<file path="config.mk">
export PLATFORM = sky130hd
export DESIGN_NAME = vga_sync_decoder
export DESIGN_NICKNAME = d
export VERILOG_FILES = /design/src/rtl/vga_sync_decoder.sv
export SDC_FILE = /design/constraint.sdc
export NUM_CORES = 1
export LEC_CHECK = 0
export CORE_UTILIZATION = 55
export DETAILED_ROUTE_END_ITERATION = 8
export HOLD_SLACK_MARGIN = 0.08
export PLACE_DENSITY_LB_ADDON = 0.3
export SLEW_MARGIN = 20
export SYNTH_ARGS = -nofsm -noshare
export SYNTH_HDL_FRONTEND = slang
export SYNTH_SLANG_ARGS = --single-unit
</file>
<file path="constraint.sdc">
create_clock -name vgaclk -period 5.2 [get_ports vgaclk]
set_input_delay 0.52 -clock vgaclk [delete_from_list [all_inputs] [get_ports vgaclk]]
set_output_delay 0.52 -clock vgaclk [all_outputs]
set_load 0.01 [all_outputs]
</file>
<file path="src/rtl/vga_sync_decoder.sv">
// rtl/vga_sync_decoder.sv - VGA sync decoder: coordinate recovery, line/frame measurement, lock FSM.
// Optional per-frame pixel checksum enabled by VGA_DEC_CHECKSUM_EN.
module vga_sync_decoder #(
    parameter int H_ACTIVE    = 640,
    parameter int H_TOTAL     = 800,
    parameter int V_ACTIVE    = 480,
    parameter int V_TOTAL     = 525,
    parameter int LOCK_FRAMES = 2
) (
    input  logic        vgaclk,
    input  logic        reset,
    input  logic        hsync,
    input  logic        vsync,
    input  logic        blank_b,
`ifdef VGA_DEC_CHECKSUM_EN
    input  logic [7:0]  r,
    input  logic [7:0]  g,
    input  logic [7:0]  b,
    output logic [15:0] frame_sum,
`endif
    output logic [9:0]  x,
    output logic [9:0]  y,
    output logic        pixel_valid,
    output logic        frame_start,
    output logic [9:0]  line_len,
    output logic [9:0]  frame_lines,
    output logic        h_err,
    output logic        v_err,
    output logic        locked
);

    typedef enum logic [1:0] {
        ST_SEARCH  = 2'd0,
        ST_MEASURE = 2'd1,
        ST_LOCKED  = 2'd2
    } state_t;

    logic       r_hs_q, r_hs_qq, r_vs_q, r_vs_qq, r_bl_q, r_bl_qq;
    logic [9:0] r_h_cnt, r_x_cnt, r_v_cnt, r_y_cnt;
    logic       r_line_act;
    state_t     r_state;
    logic [2:0] r_good_cnt;
    logic       r_frame_bad;

    logic        w_hs_edge, w_vs_edge, w_bl_fall;
    logic [10:0] w_h_len;
    logic        w_h_timeout, w_h_err_now, w_v_err_now;
    logic        w_line_act;
    logic [9:0]  w_v_next, w_y_next;
    logic [3:0]  w_good_next;
    logic        w_frame_ok;

    always_ff @(posedge vgaclk or posedge reset) begin
        if (reset) begin
            r_hs_q  <= 1'b0;
            r_hs_qq <= 1'b0;
            r_vs_q  <= 1'b0;
            r_vs_qq <= 1'b0;
            r_bl_q  <= 1'b0;
            r_bl_qq <= 1'b0;
        end else begin
            r_hs_q  <= hsync;
            r_hs_qq <= r_hs_q;
            r_vs_q  <= vsync;
            r_vs_qq <= r_vs_q;
            r_bl_q  <= blank_b;
            r_bl_qq <= r_bl_q;
        end
    end

    assign w_hs_edge   = r_hs_qq & ~r_hs_q;
    assign w_vs_edge   = r_vs_qq & ~r_vs_q;
    assign w_bl_fall   = r_bl_qq & ~r_bl_q;
    assign w_h_len     = {1'b0, r_h_cnt} + 11'd1;
    assign w_h_timeout = ~w_hs_edge && (r_h_cnt == 10'd1022);
    assign w_h_err_now = (w_hs_edge && (w_h_len != 11'(H_TOTAL)))
                       | w_h_timeout
                       | (w_bl_fall && (r_x_cnt != 10'(H_ACTIVE)));

    // A line arriving on the same cycle as vsync is counted into the ending frame.
    assign w_line_act  = r_line_act | r_bl_q;
    assign w_v_next    = r_v_cnt + {9'd0, w_hs_edge};
    assign w_y_next    = r_y_cnt + {9'd0, w_hs_edge & w_line_act};
    assign w_v_err_now = w_vs_edge && ((w_v_next != 10'(V_TOTAL)) || (w_y_next != 10'(V_ACTIVE)));

    always_ff @(posedge vgaclk or posedge reset) begin
        if (reset) begin
            r_h_cnt    <= 10'd0;
            r_x_cnt    <= 10'd0;
            r_v_cnt    <= 10'd0;
            r_y_cnt    <= 10'd0;
            r_line_act <= 1'b0;
        end else begin
            if (w_hs_edge) begin
                r_h_cnt    <= 10'd0;
                r_x_cnt    <= 10'd0;
                r_line_act <= 1'b0;
            end else begin
                if (r_h_cnt != 10'd1023) r_h_cnt <= r_h_cnt + 10'd1;
                if (r_bl_q) begin
                    r_x_cnt    <= r_x_cnt + 10'd1;
                    r_line_act <= 1'b1;
                end
            end
            r_v_cnt <= w_vs_edge ? 10'd0 : w_v_next;
            r_y_cnt <= w_vs_edge ? 10'd0 : w_y_next;
        end
    end

    always_ff @(posedge vgaclk or posedge reset) begin
        if (reset) begin
            x           <= 10'd0;
            y           <= 10'd0;
            pixel_valid <= 1'b0;
            frame_start <= 1'b0;
            line_len    <= 10'd0;
            frame_lines <= 10'd0;
            h_err       <= 1'b0;
            v_err       <= 1'b0;
        end else begin
            x           <= r_x_cnt;
            y           <= r_y_cnt;
            pixel_valid <= r_bl_q;
            frame_start <= w_vs_edge;
            h_err       <= w_h_err_now;
            v_err       <= w_v_err_now;
            if (w_hs_edge) line_len <= w_h_len[10] ? 10'd1023 : w_h_len[9:0];
            if (w_vs_edge) frame_lines <= w_v_next;
        end
    end

    assign w_good_next = {1'b0, r_good_cnt} + 4'd1;
    assign w_frame_ok  = ~r_frame_bad & ~w_h_err_now & ~w_v_err_now;

    // MEASURE judges the frame on live error conditions so the vsync that opens
    // it is not blamed; LOCKED reacts to the registered pulses, dropping a cycle later.
    always_ff @(posedge vgaclk or posedge reset) begin
        if (reset) begin
            r_state     <= ST_SEARCH;
            r_good_cnt  <= 3'd0;
            r_frame_bad <= 1'b0;
            locked      <= 1'b0;
        end else begin
            case (r_state)
                ST_SEARCH: begin
                    locked <= 1'b0;
                    if (w_vs_edge) begin
                        r_state     <= ST_MEASURE;
                        r_good_cnt  <= 3'd0;
                        r_frame_bad <= 1'b0;
                    end
                end
                ST_MEASURE: begin
                    if (w_vs_edge) begin
                        r_frame_bad <= 1'b0;
                        if (w_frame_ok) begin
                            r_good_cnt <= w_good_next[2:0];
                            if (w_good_next >= 4'(LOCK_FRAMES)) begin
                                r_state <= ST_LOCKED;
                                locked  <= 1'b1;
                            end
                        end else begin
                            r_good_cnt <= 3'd0;
                        end
                    end else if (w_h_err_now || w_v_err_now) begin
                        r_frame_bad <= 1'b1;
                    end
                end
                ST_LOCKED: begin
                    if (h_err || v_err) begin
                        r_state <= ST_SEARCH;
                        locked  <= 1'b0;
                    end
                end
                default: begin
                    r_state <= ST_SEARCH;
                    locked  <= 1'b0;
                end
            endcase
        end
    end

`ifdef VGA_DEC_CHECKSUM_EN
    logic [7:0]  r_r_q, r_g_q, r_b_q;
    logic [15:0] r_acc;
    logic [15:0] w_pix_sum;

    assign w_pix_sum = 16'(r_r_q) + 16'(r_g_q) + 16'(r_b_q);

    always_ff @(posedge vgaclk or posedge reset) begin
        if (reset) begin
            r_r_q     <= 8'd0;
            r_g_q     <= 8'd0;
            r_b_q     <= 8'd0;
            r_acc     <= 16'd0;
            frame_sum <= 16'd0;
        end else begin
            r_r_q <= r;
            r_g_q <= g;
            r_b_q <= b;
            if (w_vs_edge) begin
                frame_sum <= r_acc;
                r_acc     <= 16'd0;
            end else if (r_bl_q) begin
                r_acc <= r_acc + w_pix_sum;
            end
        end
    end
`endif

endmodule
</file>
Yosys cells after proc, flatten, opt, wreduce, memory -nomap -nowiden
Index checks and enable logic that the tools add are counted.

cells by class
  mux-type cells = 28
  add/subtract/negate cells = 6
  reductions and logical operators = 15
  bitwise operators = 16
  equal/unequal tests = 14
  magnitude comparators = 1

operator list
  kind                                                     number
  2-to-1 mux 10 bit                                        7
  inequality test 10 bit, second input constant            3
  adder 10 x 1 -> 10 bit                                   2
  adder 10 x 1 -> 10 bit, second input constant            2
  adder 10 x 1 -> 11 bit, second input constant            1
  inequality test 11 x 10 -> 1 bit, second input constant  1
  == test 10 bit, second input constant                    1
  2-to-1 mux 2 bit                                         5
  inequality test 10 x 9 -> 1 bit, second input constant   1
  inequality test 2 bit, second input constant             5
  2-to-1 mux 1 bit                                         9
  2-to-1 mux 3 bit                                         3
  inverter 1 bit                                           7
  bitwise AND 1 bit                                        6
  one-hot mux 2 bit (3 select lines)                       1
  one-hot mux 3 bit (2 select lines)                       1
  AND reduction 3 bit                                      2
  nonzero test 2 bit                                       3
  AND reduction 5 bit                                      1
  adder 3 x 1 -> 4 bit, second input constant              1
  >= comparator 4 x 2 -> 1 bit, second input constant      1
  logical AND 1 bit                                        4
  one-hot mux 1 bit (2 select lines)                       2
  AND reduction 4 bit                                      1
  6 further kinds                                          10

storage, ports and cells
  logic and storage cells = 102
  output and inout port bits = 45
  register bits = 97

Logic depth before layout (Yosys ltp)
Gate-level depths: netlist of run 1.

  depth in word-level cells = 12
  depth in mapped cells = 13
  depth with buffers taken out = 10

Worst setup path before layout of run 1
Ideal clock, no wire load.

  path type = register -> register
  start point = register r_hs_q
  end point = register r_state[0]
  arrival = 2.665 ns
  path buffers = 3
  required time = 5.055 ns
  stages on the path, launching flop included = 14
  setup slack = 2.391 ns
  library setup time = 0.145 ns
  path through = dfrtp_1 > nand2b_1 > buf_2 > inv_1 > buf_2 > buf_1 > ha_1 > ha_1 > nand2_1 > nor3_1 > nand3_1 > o21a_1 > nor4b_4 > a211oi_1

on the way
  word-level cells in the longest chain between the ends = 11
  elaborated cells between the ends (all ways) = 20
  those cells by class = 2 x add/sub; 3 x eq/ne; 10 x bitwise; 5 x reduce/logical

RTL lines
  item                                                         line     RTL
  start: declaration                                           38       logic r_hs_q, r_hs_qq, r_vs_q, r_vs_qq, r_bl_q, r_bl_qq;
  start signal: assignment                                     62       r_hs_q <= hsync;
  inverter 1 bit (*)                                           71       assign w_hs_edge = r_hs_qq & ~r_hs_q;
  bitwise AND 1 bit (*)                                        71
  net w_hs_edge                                                45       logic w_hs_edge, w_vs_edge, w_bl_fall;
  bitwise AND 1 bit or inverter 1 bit (tied branches)          83, 75
  adder 10 x 1 -> 10 bit or logical AND 1 bit (tied branches)  83, 75
  inequality test 10 x 9 -> 1 bit or OR 1 bit (tied branches)  84, 77
  logical OR 1 bit or OR 1 bit (tied branches)                 84, 78
  logical AND 1 bit or inverter 1 bit (tied branches)          84, 133
  inverter 1 bit or bitwise AND 1 bit (tied branches)          133      assign w_frame_ok = ~r_frame_bad & ~w_h_err_now & ~w_v_err_now;
  bitwise AND 1 bit (*)                                        133
  inequality test 2 bit (no line) (*)                          -
  AND reduction 5 bit (no line) (*)                            -
  end signal: assignment                                       139      r_state <= ST_SEARCH;
  end signal: assignment                                       148      r_state <= ST_MEASURE;
  end signal: assignment                                       159      r_state <= ST_LOCKED;
  end: declaration                                             41       state_t r_state;

Mark *: on every way through the listed nets, which the timed path passes. The rest lies on a longest branch.
A chain may end at the register's enable or synchronous reset.

Final worst setup path of run 1
  start point = register r_hs_q
  end point = register locked

on the way
  word-level cells in the longest chain between the ends = 11
  elaborated cells between the ends (all ways) = 20
  those cells by class = 2 x add/sub; 3 x eq/ne; 10 x bitwise; 5 x reduce/logical

RTL lines
  item                                                         line     RTL
  inverter 1 bit (*)                                           71
  bitwise AND 1 bit (*)                                        71
  bitwise AND 1 bit or inverter 1 bit (tied branches)          83, 75
  adder 10 x 1 -> 10 bit or logical AND 1 bit (tied branches)  83, 75
  inequality test 10 x 9 -> 1 bit or OR 1 bit (tied branches)  84, 77
  logical OR 1 bit or OR 1 bit (tied branches)                 84, 78
  logical AND 1 bit or inverter 1 bit (tied branches)          84, 133
  inverter 1 bit or bitwise AND 1 bit (tied branches)          133
  bitwise AND 1 bit (*)                                        133
  inequality test 2 bit (no line) (*)                          -
  AND reduction 4 bit (no line) (*)                            -
  end signal: assignment                                       142      locked <= 1'b0;
  end signal: assignment                                       146      locked <= 1'b0;
  end signal: assignment                                       160      locked <= 1'b1;
  end: declaration                                             29       output logic locked

Every way passes the cells marked *; elsewhere a longest branch is shown, timed or not.

==> results of run 1 <==
[worst max path at each step]
stage | start | endpoint | slack (ps) | depth (start not counted)
4_1_cts | r_hs_q | r_state[1] | 2200 | 10
5_1_grt | r_hs_q | locked | 1910 | 10
3_5_place_dp | r_hs_q | r_state[1] | 2260 | 10
2_1_floorplan | reset | frame_lines[0] | 2150 | 1
3_3_place_gp | r_hs_q | r_state[0] | 2350 | 9
6_report | r_hs_q | locked | 2250 | 10
[state kept, by name (all words and copies together), names as in the netlist, 2 cells and up]
signal	flops
frame_lines	10
r_good_cnt	3
r_y_cnt	10
r_x_cnt	10
y	10
x	10
line_len	10
r_v_cnt	10
r_state	2
r_h_cnt	10
[routing by layer]
| layer | wire length [um] | up-vias | GRT usage, % |
|---|---|---|---|
| met4 | 163 | 0 | 10.1 |
| met1 | 3460 | 1420 | 28.6 |
| li1 | - | 1430 | - |
| met5 | 0 | - | 0 |
| met2 | 3590 | 71 | 33.6 |
| met3 | 268 | 13 | 4.99 |
[where the power goes]
part	switching [mW]	internal (mW)	leakage [nW]	total, mW
Clock	0.248	0.199	0.0846	0.447
Sequential	0.0614	0.818	1.30	0.879
Combinational	0.106	0.110	0.841	0.217
Total	0.416	1.13	2.22	1.54
[synth_stat cells, types with 3 or more instances]
cell / n / area [um2]
ha_1: 11 / 138
nor2_1: 63 / 236
a211oi_1: 3 / 22.5
nand2_1: 40 / 150
nand2b_1: 6 / 37.5
o21ai_0: 22 / 110
buf_2: 5 / 25.0
and4b_1: 3 / 30.0
a31o_1: 4 / 35.0
clkbuf_1: 6 / 22.5
a31oi_1: 5 / 31.3
and2_1: 5 / 31.3
mux2i_1: 3 / 30.0
nor3_1: 3 / 15.0
and3_1: 9 / 56.3
dfrtp_1: 97 / 2430
o21a_1: 3 / 22.5
buf_1: 3 / 11.3
nand3_1: 14 / 70.1
nand4_1: 8 / 50.1
xor2_1: 12 / 105
xnor2_1: 17 / 149
inv_1: 11 / 41.3
[worst max-delay path: stages, from the launching register on]
cell and delay (ps):
dfrtp_1 380, nand2b_1 430, nor2_1 210, ha_1 200
ha_1 240, and2_2 230, nor4b_1 260, a31oi_1 90
a22oi_1 190, nor4b_4 440, a31o_1 220
[per-stage QoR]
stage / setup WS [ps] / util (%)
final: 2250 / 67.3
after floorplan: 2150 / -
after global routing: 1910 / 67.3
after global placement: 2350 / 64.9
after detailed placement: 2260 / 64.9
after CTS: 2200 / 67.3
[cells by family after synthesis]
| logic type | Yosys count | share of synthesized area [%] |
|---|---|---|
| simple gates | 174 | 20.9 |
| flops | 97 | 57.7 |
| compound gates | 51 | 8.03 |
| xor+xnor | 29 | 6.04 |
| buf+inv | 27 | 2.92 |
| fa+ha+maj | 11 | 3.27 |
| mux | 4 | 1.07 |
[cell type report]
cell class / instances / share of cell area (%)
tap: 99 / 2.51
inverter: 11 / 0.862
timing repair buffer: 51 / 10.2
sequential: 97 / 49.2
clock buffer: 12 / 3.14
clock inverter: 4 / 0.558
multi-input combinational: 269 / 33.5
==> flow_summary.toml, run 1 <==
[outcome]
status = "finished, final reports clean"

[setup_path]
worstReg2RegStart = "r_hs_q"
crit_path_max_fanout = 19
r2r_end = "locked"
end_kind = "flop"
cp-start-kind = "flop"
arrival_ps = 3240
r2r_cells = 10
worstSetupPathType = "flop to flop"
rrSetupSlack_ps = 2250
cp.required_ps = 5490

[floorplan]
fp.dieH_um = 89.4
dieArea_um2 = 8000
ioPinCount = 50
fp-row-count = 31
core_um2 = 7330
die_w_um = 89.4
initial_core_util_pct = 57.4

[detailed_routing]
drt-total-wl_mm = 7.48
wl_per_cell_um = 13.8
dr.pass1.iters = 4
final_antenna_net_count = 0
drt_iter0_drc = 91
vias = 2934
routed_via_density = 5.40
drc = 0

[hold_path]
holdPathStages = 0
min_from = "r_hs_q"
holdPathEnd = "r_hs_qq"
min_path_type = "flop to flop"

[global_routing]
grt_max_degree = 59
antenna_found_initial = 0
grt_pass1_wl_mm = 12.9
grt_overflow = 0
grt_pass1_vias = 2841
grt_util_all_layers_pct = 21.5

[power_and_ir_drop]
finalPower_mw = 1.54
power_density_nw_per_um2 = 313
leakage_nw = 2.22
peakVddDrop_mv = 0.165

[placed_design]
place_congestion = 0.855
dp_hpwl_mm = 5.14
io_buffers = 49
place_inst = 527
place_area_um2 = 4750

[final_layout]
drive_gt1_share_pct = 5.86
mostFrequentLayoutCells = "dfrtp_1, nor2_1, clkdlybuf4s50_1"
mostFrequentLayoutCell = "dfrtp_1"
syn_to_final_growth_pct = 17.4
fill_cells = 549
multiInputGateArea_um2 = 1660
ff_latch_area_um2 = 2430
stdcell_count = 543
final_nets = 455
diodes = 0
post-route-cell-area_um2 = 4940

[clock_tree]
clkTransAtPathRegs_ps = 80
cts_setup_buffers = 0
postCtsHoldBufs = 0
cts_buffers = 9
htree_levels = 3
insertion_delay_ps = 360
cts_tree = "yes"
clock-sinks = 97
cts_buffer_depth = 2
cts-root-buf = "clkbuf_8"
post_cts_resized = 0

[timing]
slew_headroom_pct = 44.2
max_freq_mhz = 339
hold_violations = 0
setup_tns_ps = 0
setup_viol = 0
tightest_slew_ps = 837
min_period_ps = 2950
slew_viol_final = 0
rsz0062_at_grt = "no"
clock_skew_ps = 11.6
holdWs_ps = 376
period_share_pct = 56.8

[logic_synthesis]
synthFlopType = "dfrtp_1"
synth_cell_types = 51
yosys_warnings = 0
synth-seq-cells = 97
netlist_area_um2 = 4210
avgSynthCellArea_um2 = 10.7
synth_nets = 409
ys_seq_area_share_pct = 57.7
synth_edf_count = 0
synthCells = 393
synthArstFlopShare_pct = 100

[job]
cap_viol_max_count = 0
(Power assumes the default switching activity.)
==> inputs of run 2 (changes only) <==
Settings changed: CORE_UTILIZATION 55 to 50.
Clock period 5.2 ns to 2.4 ns, I/O delays scaled along.
==> flow_summary.toml, run 2 (same netlist as run 1, synthesis figures left out) <==
[detailed_routing]
final_antenna_net_count = 0
routed_via_density = 5.45
wl_per_cell_um = 14.1
vias = 3042
drt_iter0_drc = 132
dr.pass1.iters = 4
drt-total-wl_mm = 7.88
drc = 0

[clock_tree]
cts-root-buf = "clkbuf_8"
htree_levels = 3
insertion_delay_ps = 370
clock-sinks = 97
cts_tree = "yes"
cts_buffers = 9
cts_buffer_depth = 2
postCtsHoldBufs = 0
clkTransAtPathRegs_ps = 80

[timing]
rsz0062_at_grt = "no"
setup_viol = 0
setup_tns_ps = 0
max_freq_mhz = 446
min_period_ps = 2240
holdWs_ps = 312
clock_skew_ps = 12.6
slew_viol_final = 0
period_share_pct = 93.4
tightest_slew_ps = 622
hold_violations = 0
slew_headroom_pct = 58.5

[global_routing]
grt_max_degree = 52
grt_pass1_wl_mm = 13.3
grt_util_all_layers_pct = 19.6
grt_overflow = 0
antenna_found_initial = 0
grt_pass1_vias = 2902

[power_and_ir_drop]
power_density_nw_per_um2 = 702
finalPower_mw = 3.62
leakage_nw = 2.29
peakVddDrop_mv = 0.332

[final_layout]
mostFrequentLayoutCell = "dfrtp_1"
stdcell_count = 558
syn_to_final_growth_pct = 22.8
diodes = 0
final_nets = 464
drive_gt1_share_pct = 10.4
mostFrequentLayoutCells = "dfrtp_1, nor2_1, clkdlybuf4s50_1"

[setup_path]
cp-start-kind = "flop"
end_kind = "flop"
endpoint = "locked"
r2r_cells = 10
crit_path_max_fanout = 7
worstReg2RegStart = "r_hs_q"
rrSetupSlack_ps = 160
cp.required_ps = 2710
arrival_ps = 2550
worstSetupPathType = "flop to flop"
r2r_end = "locked"
startpoint = "r_hs_q"

[floorplan]
core_um2 = 8180
dieArea_um2 = 8780
ioPinCount = 50
die_w_um = 93.7
initial_core_util_pct = 51.4
fp-row-count = 33
fp.dieH_um = 93.7

[placed_design]
place_congestion = 0.860
place_inst = 541
dp_hpwl_mm = 5.25
io_buffers = 49

[outcome]
status = "finished, final reports clean"

[job]
cap_viol_max_count = 0

[hold_path]
min_path_type = "input pin to flop"
[run 2: cell count changes in the layout (fill, tap and decap cells not counted), moves of 2 or more]
| cell | previous run | this run |
|---|---|---|
| ha_4 | 0 | 4 |
| nor2_4 | 0 | 2 |
| nor2_1 | 63 | 61 |
| bufinv_16 | 0 | 2 |
| ha_1 | 11 | 7 |
| buf_4 | 2 | 10 |
[run 2: timing repair]
action,4_1_cts,5_1_grt
setup endpoints to repair,7,7
buffers inserted,1,0
resized for setup,0,5
[run 2: layer usage]
layer | vias up | global-route usage (%) | part of all wire, %
met4 | 0 | 9.36 | 1.8
li1 | 1447 | - | -
met3 | 17 | 3.40 | 5.3
met5 | - | 0 | 0
met2 | 86 | 30.2 | 45
met1 | 1492 | 27.1 | 48
[run 2: area by class of cell]
class	count	area [um2]
sequential	97	2430
inverter	11	45.0
tap	105	131
fill	644	3010
clock inverter	5	77.6
multi-input combinational	269	1750
timing repair buffer	60	577
clock buffer	11	151
[run 2: per-stage QoR]
stage | instance area, um2 | setup WS (ps) | util (%)
4_1_cts | 5140 | 34.9 | 62.8
3_5_place_dp | 4900 | -12.5 | 59.9
2_1_floorplan | 4320 | 7.44 | -
6_report | 5160 | 158 | 63.1
5_1_grt | 5160 | 6.00 | 63.1
3_3_place_gp | 4900 | 61.5 | 59.9
[run 2: worst min path at each step]
stage                       start      end  slack (ps)  depth (start not counted)
after floorplan           blank_b   r_bl_q         270                          0
after CTS                   vsync   r_vs_q         300                          1
final                       vsync   r_vs_q         310                          1
after detailed placement   r_vs_q  r_vs_qq         360                          0
after global routing        vsync   r_vs_q         310                          1
after global placement     r_vs_q  r_vs_qq         360                          0
[run 2: report_power, final]
group | switching (mW) | total, mW | leakage [nW] | internal, mW
sequential | 0.125 | 1.90 | 1.30 | 1.77
clock | 0.552 | 1.19 | 0.115 | 0.640
combinational | 0.259 | 0.532 | 0.879 | 0.273
[run 2: worst max-delay path: stages (launching register included)]
cell and delay (ps):
dfrtp_1 380, nand2b_4 170, nor2_4 110, ha_4 160, and3_4 250, nand4_1 130, xor2_1 210, nand4b_1 180
nor4b_4 290, buf_6 160, a31o_1 140
